File: config.mk
export PLATFORM = sky130hd
export DESIGN_NAME = bsg_manycore_edge_endpoint
export DESIGN_NICKNAME = d
export VERILOG_FILES = /design/src/rtl/bsg_manycore_edge_endpoint_pkg.sv /design/src/rtl/bsg_manycore_edge_endpoint_rx_fifo.sv /design/src/rtl/bsg_manycore_edge_endpoint.sv
export SDC_FILE = /design/constraint.sdc
export NUM_CORES = 1
export LEC_CHECK = 0
export BUFFER_PORTS_ARGS = -buffer_cell sky130_fd_sc_hd__buf_4
export CORE_MARGIN = 2
export CORE_UTILIZATION = 45
export CTS_CLUSTER_DIAMETER = 60
export DETAILED_ROUTE_END_ITERATION = 7
export PLACE_DENSITY_LB_ADDON = 0.2
export SLEW_MARGIN = 20
export SYNTH_ARGS = -nofsm -noshare
export SYNTH_HDL_FRONTEND = slang
export SYNTH_SLANG_ARGS = --single-unit
File: constraint.sdc
create_clock -name clk_i -period 11 [get_ports clk_i]
set_input_delay 2.75 -clock clk_i [delete_from_list [all_inputs] [get_ports clk_i]]
set_output_delay 2.75 -clock clk_i [all_outputs]
set_load 0.01 [all_outputs]
File: src/rtl/bsg_manycore_edge_endpoint_pkg.sv
// Shared definitions for the manycore edge endpoint.
// Orig packet layout, MSB->LSB: {op[1:0], addr, data, y_cord, x_cord}.
package bsg_manycore_edge_endpoint_pkg;

  localparam logic [1:0] EpOpLoad   = 2'b00;
  localparam logic [1:0] EpOpStore  = 2'b01;
  localparam logic [1:0] EpOpConfig = 2'b10;

  localparam logic [0:0] TxEmpty = 1'b0;
  localparam logic [0:0] TxFull  = 1'b1;

  function automatic int unsigned orig_packet_width(int unsigned addr_w, int unsigned data_w,
                                                    int unsigned x_w, int unsigned y_w);
    return 2 + addr_w + data_w + x_w + y_w;
  endfunction

  function automatic int unsigned credit_width(int unsigned max_credits);
    return $clog2(max_credits + 1);
  endfunction

endpackage

File: src/rtl/bsg_manycore_edge_endpoint_rx_fifo.sv
// Ready-valid rx buffer that drops packets not addressed to this endpoint.
// Output is registered: an enqueued packet is visible the cycle after enqueue.
module bsg_manycore_edge_endpoint_rx_fifo #(
  parameter int unsigned width_p        = 26,
  parameter int unsigned els_p          = 2,
  parameter int unsigned x_cord_width_p = 4,
  parameter int unsigned y_cord_width_p = 4
) (
  input  logic                      clk_i,
  input  logic                      reset_i,
  input  logic [x_cord_width_p-1:0] my_x_i,
  input  logic [y_cord_width_p-1:0] my_y_i,
  input  logic                      v_i,
  input  logic [width_p-1:0]        data_i,
  output logic                      ready_o,
  output logic                      v_o,
  output logic [width_p-1:0]        data_o,
  input  logic                      yumi_i,
  output logic [15:0]               drop_count_o
);

  localparam int unsigned PtrW = $clog2(els_p);
  localparam int unsigned CntW = $clog2(els_p + 1);
  localparam logic [PtrW-1:0] PtrLast = PtrW'(els_p - 1);
  localparam logic [PtrW-1:0] PtrOne  = PtrW'(1);
  localparam logic [CntW-1:0] CntFull = CntW'(els_p);
  localparam logic [CntW-1:0] CntOne  = CntW'(1);

  logic [width_p-1:0] mem_q [els_p];
  logic [PtrW-1:0]    wr_ptr_q, wr_ptr_d, rd_ptr_q, rd_ptr_d;
  logic [CntW-1:0]    count_q, count_d;
  logic [15:0]        drop_q, drop_d;
  logic               enq, match, wr, rd;

  always_comb begin
    ready_o = (count_q != CntFull);
    v_o     = (count_q != '0);
    data_o  = mem_q[rd_ptr_q];
    enq     = v_i & ready_o;
    match   = (data_i[x_cord_width_p-1:0] == my_x_i) &&
              (data_i[x_cord_width_p +: y_cord_width_p] == my_y_i);
    wr      = enq & match;
    rd      = yumi_i & v_o;

    wr_ptr_d = wr_ptr_q;
    rd_ptr_d = rd_ptr_q;
    count_d  = count_q;
    drop_d   = drop_q;
    if (wr) wr_ptr_d = (wr_ptr_q == PtrLast) ? '0 : wr_ptr_q + PtrOne;
    if (rd) rd_ptr_d = (rd_ptr_q == PtrLast) ? '0 : rd_ptr_q + PtrOne;
    if (wr && !rd) count_d = count_q + CntOne;
    else if (rd && !wr) count_d = count_q - CntOne;
    if (enq && !match && drop_q != 16'hFFFF) drop_d = drop_q + 16'd1;
  end

  always_ff @(posedge clk_i or posedge reset_i) begin
    if (reset_i) begin
      wr_ptr_q <= '0;
      rd_ptr_q <= '0;
      count_q  <= '0;
      drop_q   <= '0;
    end else begin
      wr_ptr_q <= wr_ptr_d;
      rd_ptr_q <= rd_ptr_d;
      count_q  <= count_d;
      drop_q   <= drop_d;
    end
  end

  // Storage needs no reset; emptiness is carried by the count.
  always_ff @(posedge clk_i) begin
    if (wr) mem_q[wr_ptr_q] <= data_i;
  end

  assign drop_count_o = drop_q;

endmodule

File: src/rtl/bsg_manycore_edge_endpoint.sv
// Off-array edge endpoint: credit-limited tx injection of host requests and
// coordinate-filtered, buffered rx of packets leaving the array.
module bsg_manycore_edge_endpoint
  import bsg_manycore_edge_endpoint_pkg::*;
#(
  parameter int unsigned addr_width_p         = 32,
  parameter int unsigned data_width_p         = 32,
  parameter int unsigned x_cord_width_p       = 4,
  parameter int unsigned y_cord_width_p       = 4,
  parameter int unsigned max_out_credits_p    = 4,
  parameter int unsigned rx_fifo_els_p        = 2,
  parameter int unsigned orig_packet_width_lp =
      orig_packet_width(addr_width_p, data_width_p, x_cord_width_p, y_cord_width_p),
  parameter int unsigned credit_width_lp      = credit_width(max_out_credits_p)
) (
  input  logic                            clk_i,
  input  logic                            reset_i,
  input  logic [x_cord_width_p-1:0]       my_x_i,
  input  logic [y_cord_width_p-1:0]       my_y_i,
  input  logic                            host_v_i,
  input  logic [1:0]                      host_op_i,
  input  logic [addr_width_p-1:0]         host_addr_i,
  input  logic [data_width_p-1:0]         host_data_i,
  input  logic [x_cord_width_p-1:0]       host_x_i,
  input  logic [y_cord_width_p-1:0]       host_y_i,
  output logic                            host_ready_o,
  output logic [orig_packet_width_lp-1:0] link_data_o,
  output logic                            link_v_o,
  input  logic                            link_ready_i,
  input  logic [orig_packet_width_lp-1:0] link_data_i,
  input  logic                            link_v_i,
  output logic                            link_ready_o,
  output logic                            rx_v_o,
  output logic [1:0]                      rx_op_o,
  output logic [addr_width_p-1:0]         rx_addr_o,
  output logic [data_width_p-1:0]         rx_data_o,
  output logic [x_cord_width_p-1:0]       rx_x_o,
  output logic [y_cord_width_p-1:0]       rx_y_o,
  input  logic                            rx_yumi_i,
  input  logic                            credit_i,
  output logic [credit_width_lp-1:0]      out_credits_o,
  output logic [15:0]                     drop_count_o
);

  localparam int unsigned XW = x_cord_width_p;
  localparam int unsigned YW = y_cord_width_p;
  localparam int unsigned DW = data_width_p;
  localparam int unsigned AW = addr_width_p;
  localparam logic [credit_width_lp-1:0] CredMax = credit_width_lp'(max_out_credits_p);
  localparam logic [credit_width_lp-1:0] CredOne = credit_width_lp'(1);

  logic [0:0]                      tx_state_q, tx_state_d;
  logic [orig_packet_width_lp-1:0] tx_pkt_q, tx_pkt_d;
  logic [credit_width_lp-1:0]      credits_q, credits_d;
  logic                            have_credit, host_accept;
  logic [orig_packet_width_lp-1:0] rx_pkt;

  always_comb begin
    have_credit  = (credits_q != '0);
    host_ready_o = 1'b0;
    case (tx_state_q)
      TxEmpty: host_ready_o = have_credit;
      // Reload only when the held packet leaves this cycle.
      TxFull:  host_ready_o = link_ready_i & have_credit;
      default: host_ready_o = 1'b0;
    endcase
    if (reset_i) host_ready_o = 1'b0;
    host_accept = host_v_i & host_ready_o;

    tx_state_d = tx_state_q;
    tx_pkt_d   = tx_pkt_q;
    if (host_accept) begin
      tx_pkt_d   = {host_op_i, host_addr_i, host_data_i, host_y_i, host_x_i};
      tx_state_d = TxFull;
    end else if (tx_state_q == TxFull && link_ready_i) begin
      tx_state_d = TxEmpty;
    end

    credits_d = credits_q;
    if (host_accept && !credit_i) credits_d = credits_q - CredOne;
    else if (credit_i && !host_accept && credits_q != CredMax) credits_d = credits_q + CredOne;
  end

  always_ff @(posedge clk_i or posedge reset_i) begin
    if (reset_i) begin
      tx_state_q <= TxEmpty;
      tx_pkt_q   <= '0;
      credits_q  <= CredMax;
    end else begin
      tx_state_q <= tx_state_d;
      tx_pkt_q   <= tx_pkt_d;
      credits_q  <= credits_d;
    end
  end

  assign link_v_o      = (tx_state_q == TxFull);
  assign link_data_o   = tx_pkt_q;
  assign out_credits_o = credits_q;

  bsg_manycore_edge_endpoint_rx_fifo #(
    .width_p        (orig_packet_width_lp),
    .els_p          (rx_fifo_els_p),
    .x_cord_width_p (x_cord_width_p),
    .y_cord_width_p (y_cord_width_p)
  ) u_rx_fifo (
    .clk_i        (clk_i),
    .reset_i      (reset_i),
    .my_x_i       (my_x_i),
    .my_y_i       (my_y_i),
    .v_i          (link_v_i),
    .data_i       (link_data_i),
    .ready_o      (link_ready_o),
    .v_o          (rx_v_o),
    .data_o       (rx_pkt),
    .yumi_i       (rx_yumi_i),
    .drop_count_o (drop_count_o)
  );

  assign rx_x_o    = rx_pkt[XW-1:0];
  assign rx_y_o    = rx_pkt[XW +: YW];
  assign rx_data_o = rx_pkt[XW+YW +: DW];
  assign rx_addr_o = rx_pkt[XW+YW+DW +: AW];
  assign rx_op_o   = rx_pkt[orig_packet_width_lp-1 -: 2];

  a_yumi_without_v: assert property (@(posedge clk_i) disable iff (reset_i)
      !(rx_yumi_i && !rx_v_o))
    else $error("rx_yumi_i asserted with no rx packet valid");

  a_credit_overflow: assert property (@(posedge clk_i) disable iff (reset_i)
      !(credit_i && !host_accept && credits_q == CredMax))
    else $error("credit returned while counter already at max");

  a_link_v_known: assert property (@(posedge clk_i) disable iff (reset_i)
      !$isunknown(link_v_i))
    else $error("link_v_i is unknown");

endmodule

==> flow_metrics.py <==
metrics = {
    "setup_path": {
        "start_kind": "input pin",
        "r2r-start": "u_rx_fifo.count_q[1]",
        "crit_end": "host_ready_o",
        "critPathCaptureType": "output port",
        "critPathLaunch": "reset_i",
        "r2r_end": "u_rx_fifo.mem_q[0][32]",
        "cp_common_cell": "buf_4",
        "reg2reg_depth": 4,
        "cp_max_fo": 3,
        "cp_cell_sequence": "buf_4 > nor3_1 > buf_4",
        "required_ps": 8250,
        "reg2reg_setup_slack_ps": 8350,
        "cp_slowest_cell": "nor3_1",
        "arrival_ps": 3330,
        "path_class": "in -> out",
        "max_stage_delay_ps": 270,
    },
    "logic_synthesis": {
        "ys_ff_latch": 246,
        "yosys_warnings": 0,
        "syn_inst": 519,
        "synth.distinct_cells": 41,
        "syn_avg_cell_area_um2": 18.2,
        "ys_seq_area_share_pct": 72.9,
        "syn_nets": 685,
        "syn-cell-area_um2": 9470,
    },
    "power": {
        "p_clk_share_pct": 27.9,
        "p_comb_share_pct": 30.5,
        "p_switching_mw": 0.817,
        "irDropWorstVdd_uv": 150,
        "power.total_mw": 2.93,
        "power.internal_mw": 2.11,
        "p_seq_share_pct": 41.6,
        "power.density_nw_per_um2": 224,
        "power_leakage_nw": 5.44,
        "switching_share_pct": 27.9,
    },
    "global_route": {
        "grt_pass1_wl_mm": 31.9,
        "grt_usage_pct": 18.2,
        "grt_pass1_vias": 5969,
        "grt_overflow": 0,
        "grt_max_degree": 82,
        "antenna_found_initial": 0,
    },
    "cts": {
        "cts_root_buf": "clkbuf_16",
        "cts_setup_buffers": 0,
        "cts.sinks": 246,
        "cts_tree": "yes",
        "cts_inserted_buffers": 26,
        "clockBufferDepth": 3,
        "cts_repair_resize_count": 0,
        "clkSlewWorstSetupHoldPaths_ps": 60,
        "cts_hold_buffers": 0,
        "h-tree-depth": 1,
        "clock_latency_ps": 520,
    },
    "drt": {
        "wl_mm": 20.9,
        "num_vias": 5666,
        "drc_errors": 0,
        "vias_per_cell": 4.89,
        "drt_iter0_markers": 258,
        "wl_per_cell_um": 18.1,
        "drtPass1Iterations": 5,
        "ant_nets": 0,
    },
    "floorplan": {
        "io_pins": 334,
        "num_rows": 53,
        "die_area_um2": 22200,
        "design.core.area_um2": 20800,
        "die_w_um": 149,
        "die_y_um": 149,
        "start_util_pct": 45.5,
    },
    "timing": {
        "clock_skew_ps": 16.9,
        "finalCriticalPeriod_ps": 6080,
        "slew_viol_final": 0,
        "timing.final.crit_share_pct": 55.3,
        "tightestPinTransition_ps": 1010,
        "max_freq_mhz": 164,
        "hold_viol_final": 0,
        "rsz0062_at_grt": "no",
        "setup_viol": 0,
        "setup_tns_ps": 0,
        "holdWs_ps": 492,
        "max_slew_margin_pct": 32.4,
    },
    "place": {
        "place_congestion": 0.775,
        "io_buffers": 333,
        "dp_hpwl_mm": 14.7,
    },
    "cells_and_area": {
        "synthToLayoutAreaGrowth_pct": 37.8,
        "post-route-util_pct": 62.6,
        "fillCellCount": 1605,
        "drive_gt1_share_pct": 60.8,
        "num_antenna_cells": 0,
        "fin_nets": 1032,
    },
    "run": {
        "timing.max_cap.violations": 0,
    },
    "outcome": {
        "outcome": "finished, final reports clean",
    },
    "worst_hold_path": {
        "worst_hold_path_type": "reg -> reg",
    },
}
-- worst min path at each step --
| stage | endpoint | start | slack, ps | cells after the start |
|---|---|---|---|---|
| floorplan | u_rx_fifo.count_q[1] | u_rx_fifo.count_q[1] | 450 | 1 |
| global placement | u_rx_fifo.count_q[1] | u_rx_fifo.count_q[1] | 470 | 1 |
| detailed placement | link_data_o[15] | link_data_o[15] | 500 | 1 |
| CTS | u_rx_fifo.count_q[1] | u_rx_fifo.count_q[1] | 500 | 1 |
| global route | u_rx_fifo.count_q[1] | u_rx_fifo.count_q[1] | 510 | 1 |
| finish | u_rx_fifo.count_q[1] | u_rx_fifo.count_q[1] | 490 | 1 |
-- synthesized netlist by cell type (all sizes together) --
| cell type | count | area share [%] |
|---|---|---|
| mux2 | 150 | 18 |
| inv | 6 | 0.24 |
| xor2 | 23 | 2.1 |
| fa | 1 | 0.21 |
| and2 | 1 | 0.066 |
| nand3 | 6 | 0.37 |
| a21oi | 1 | 0.053 |
| nor4b | 2 | 0.19 |
| buf | 15 | 1.1 |
| xnor2 | 4 | 0.37 |
| nand2 | 11 | 0.46 |
| and3 | 1 | 0.066 |
| dfrtp | 97 | 26 |
| or3 | 1 | 0.066 |
| a211o | 1 | 0.093 |
| nor2 | 4 | 0.19 |
| nor3 | 10 | 0.65 |
| nor4 | 12 | 0.95 |
| a21o | 2 | 0.24 |
| nand4 | 5 | 0.49 |
| or2 | 4 | 0.26 |
| edfxtp | 148 | 47 |
| or2b | 1 | 0.093 |
| clkbuf | 3 | 0.12 |
| mux2i | 2 | 0.21 |
| a211oi | 2 | 0.16 |
| o211a | 1 | 0.11 |
| ha | 2 | 0.26 |
| a31oi | 1 | 0.066 |
| dfstp | 1 | 0.28 |
| nor2b | 1 | 0.066 |
-- worst max-delay path: cells and delay by family --
kind	cells	cell delay (ps)
simple gates	1	270
buf+inv	2	310
-- sequential cells by signal (all words and copies together), names as in the netlist --
| register | cells |
|---|---|
| link_data_o | 74 |
| link_v_o | 1 |
| u_rx_fifo.drop_count_o | 16 |
| u_rx_fifo.rd_ptr_q | 1 |
| u_rx_fifo.count_q | 2 |
| out_credits_o | 3 |
| u_rx_fifo.wr_ptr_q | 1 |
| u_rx_fifo.mem_q | 148 |
-- per-stage QoR --
step	area [µm²]	std cells	setup WS, ps
2_1_floorplan	9470	519	1960
3_3_place_gp	12200	1113	4870
3_5_place_dp	12200	1113	4890
4_1_cts	13000	1158	4880
5_1_grt	13000	1158	4880
6_report	13000	1158	4920
-- final cells by class --
| class | instances | area (µm²) | share of cell area (%) |
|---|---|---|---|
| multi-input combinational | 249 | 2450 | 18.8 |
| clock inverter | 14 | 111 | 0.854 |
| inverter | 6 | 23.8 | 0.182 |
| sequential | 246 | 6900 | 52.9 |
| clock buffer | 31 | 691 | 5.29 |
| tap | 275 | 344 | 2.64 |
| timing repair buffer | 337 | 2530 | 19.4 |
-- power by group through the flow --
stage	clock, mW	sequential, mW	combinational (mW)
final	0.817	1.22	0.894
after global routing	0.873	1.23	0.957
after CTS	0.839	1.22	0.907
after detailed placement	0	1.23	0.906
after global placement	0	1.22	0.888
after floorplan	0	1.27	0.405
-- per-layer routing --
metal  part of all wire (%)  track usage [%]
met1                     38             22.2
met5                      0                0
met4                    2.2             4.95
met3                    9.4             5.47
met2                     50             31.7
-- cells in the final DEF, fill, tap and decap left out, types with 2 or more instances in the layout --
cell       instances
or2_2              4
buf_4            337
ha_1               2
clkinv_1           9
xnor2_1            4
nor4_1            11
nand3_1            5
a211oi_1           2
mux2i_1            2
nand2_1           10
nor2_1             3
dfrtp_1           96
clkbuf_1           4
nand4_1            4
clkinv_2           3
edfxtp_1         148
nor3_1             8
inv_1              5
xor2_1            23
clkbuf_16         27
bufinv_16          2
mux2_2           149
-- cell families (layout without fill, tap and decap cells) --
logic type	after synthesis	after routing	share of synthesized area (%)
flip-flops	246	246	72.9
multiplexers	152	152	18.1
AND/OR/NAND/NOR	59	59	3.91
XOR/XNOR	27	27	2.50
buffers and inverters	24	388	1.43
AO/OA/AOI/OAI	8	8	0.714
adder cells (fa/ha/maj)	3	3	0.476
Power figures use the tool's default switching activity.
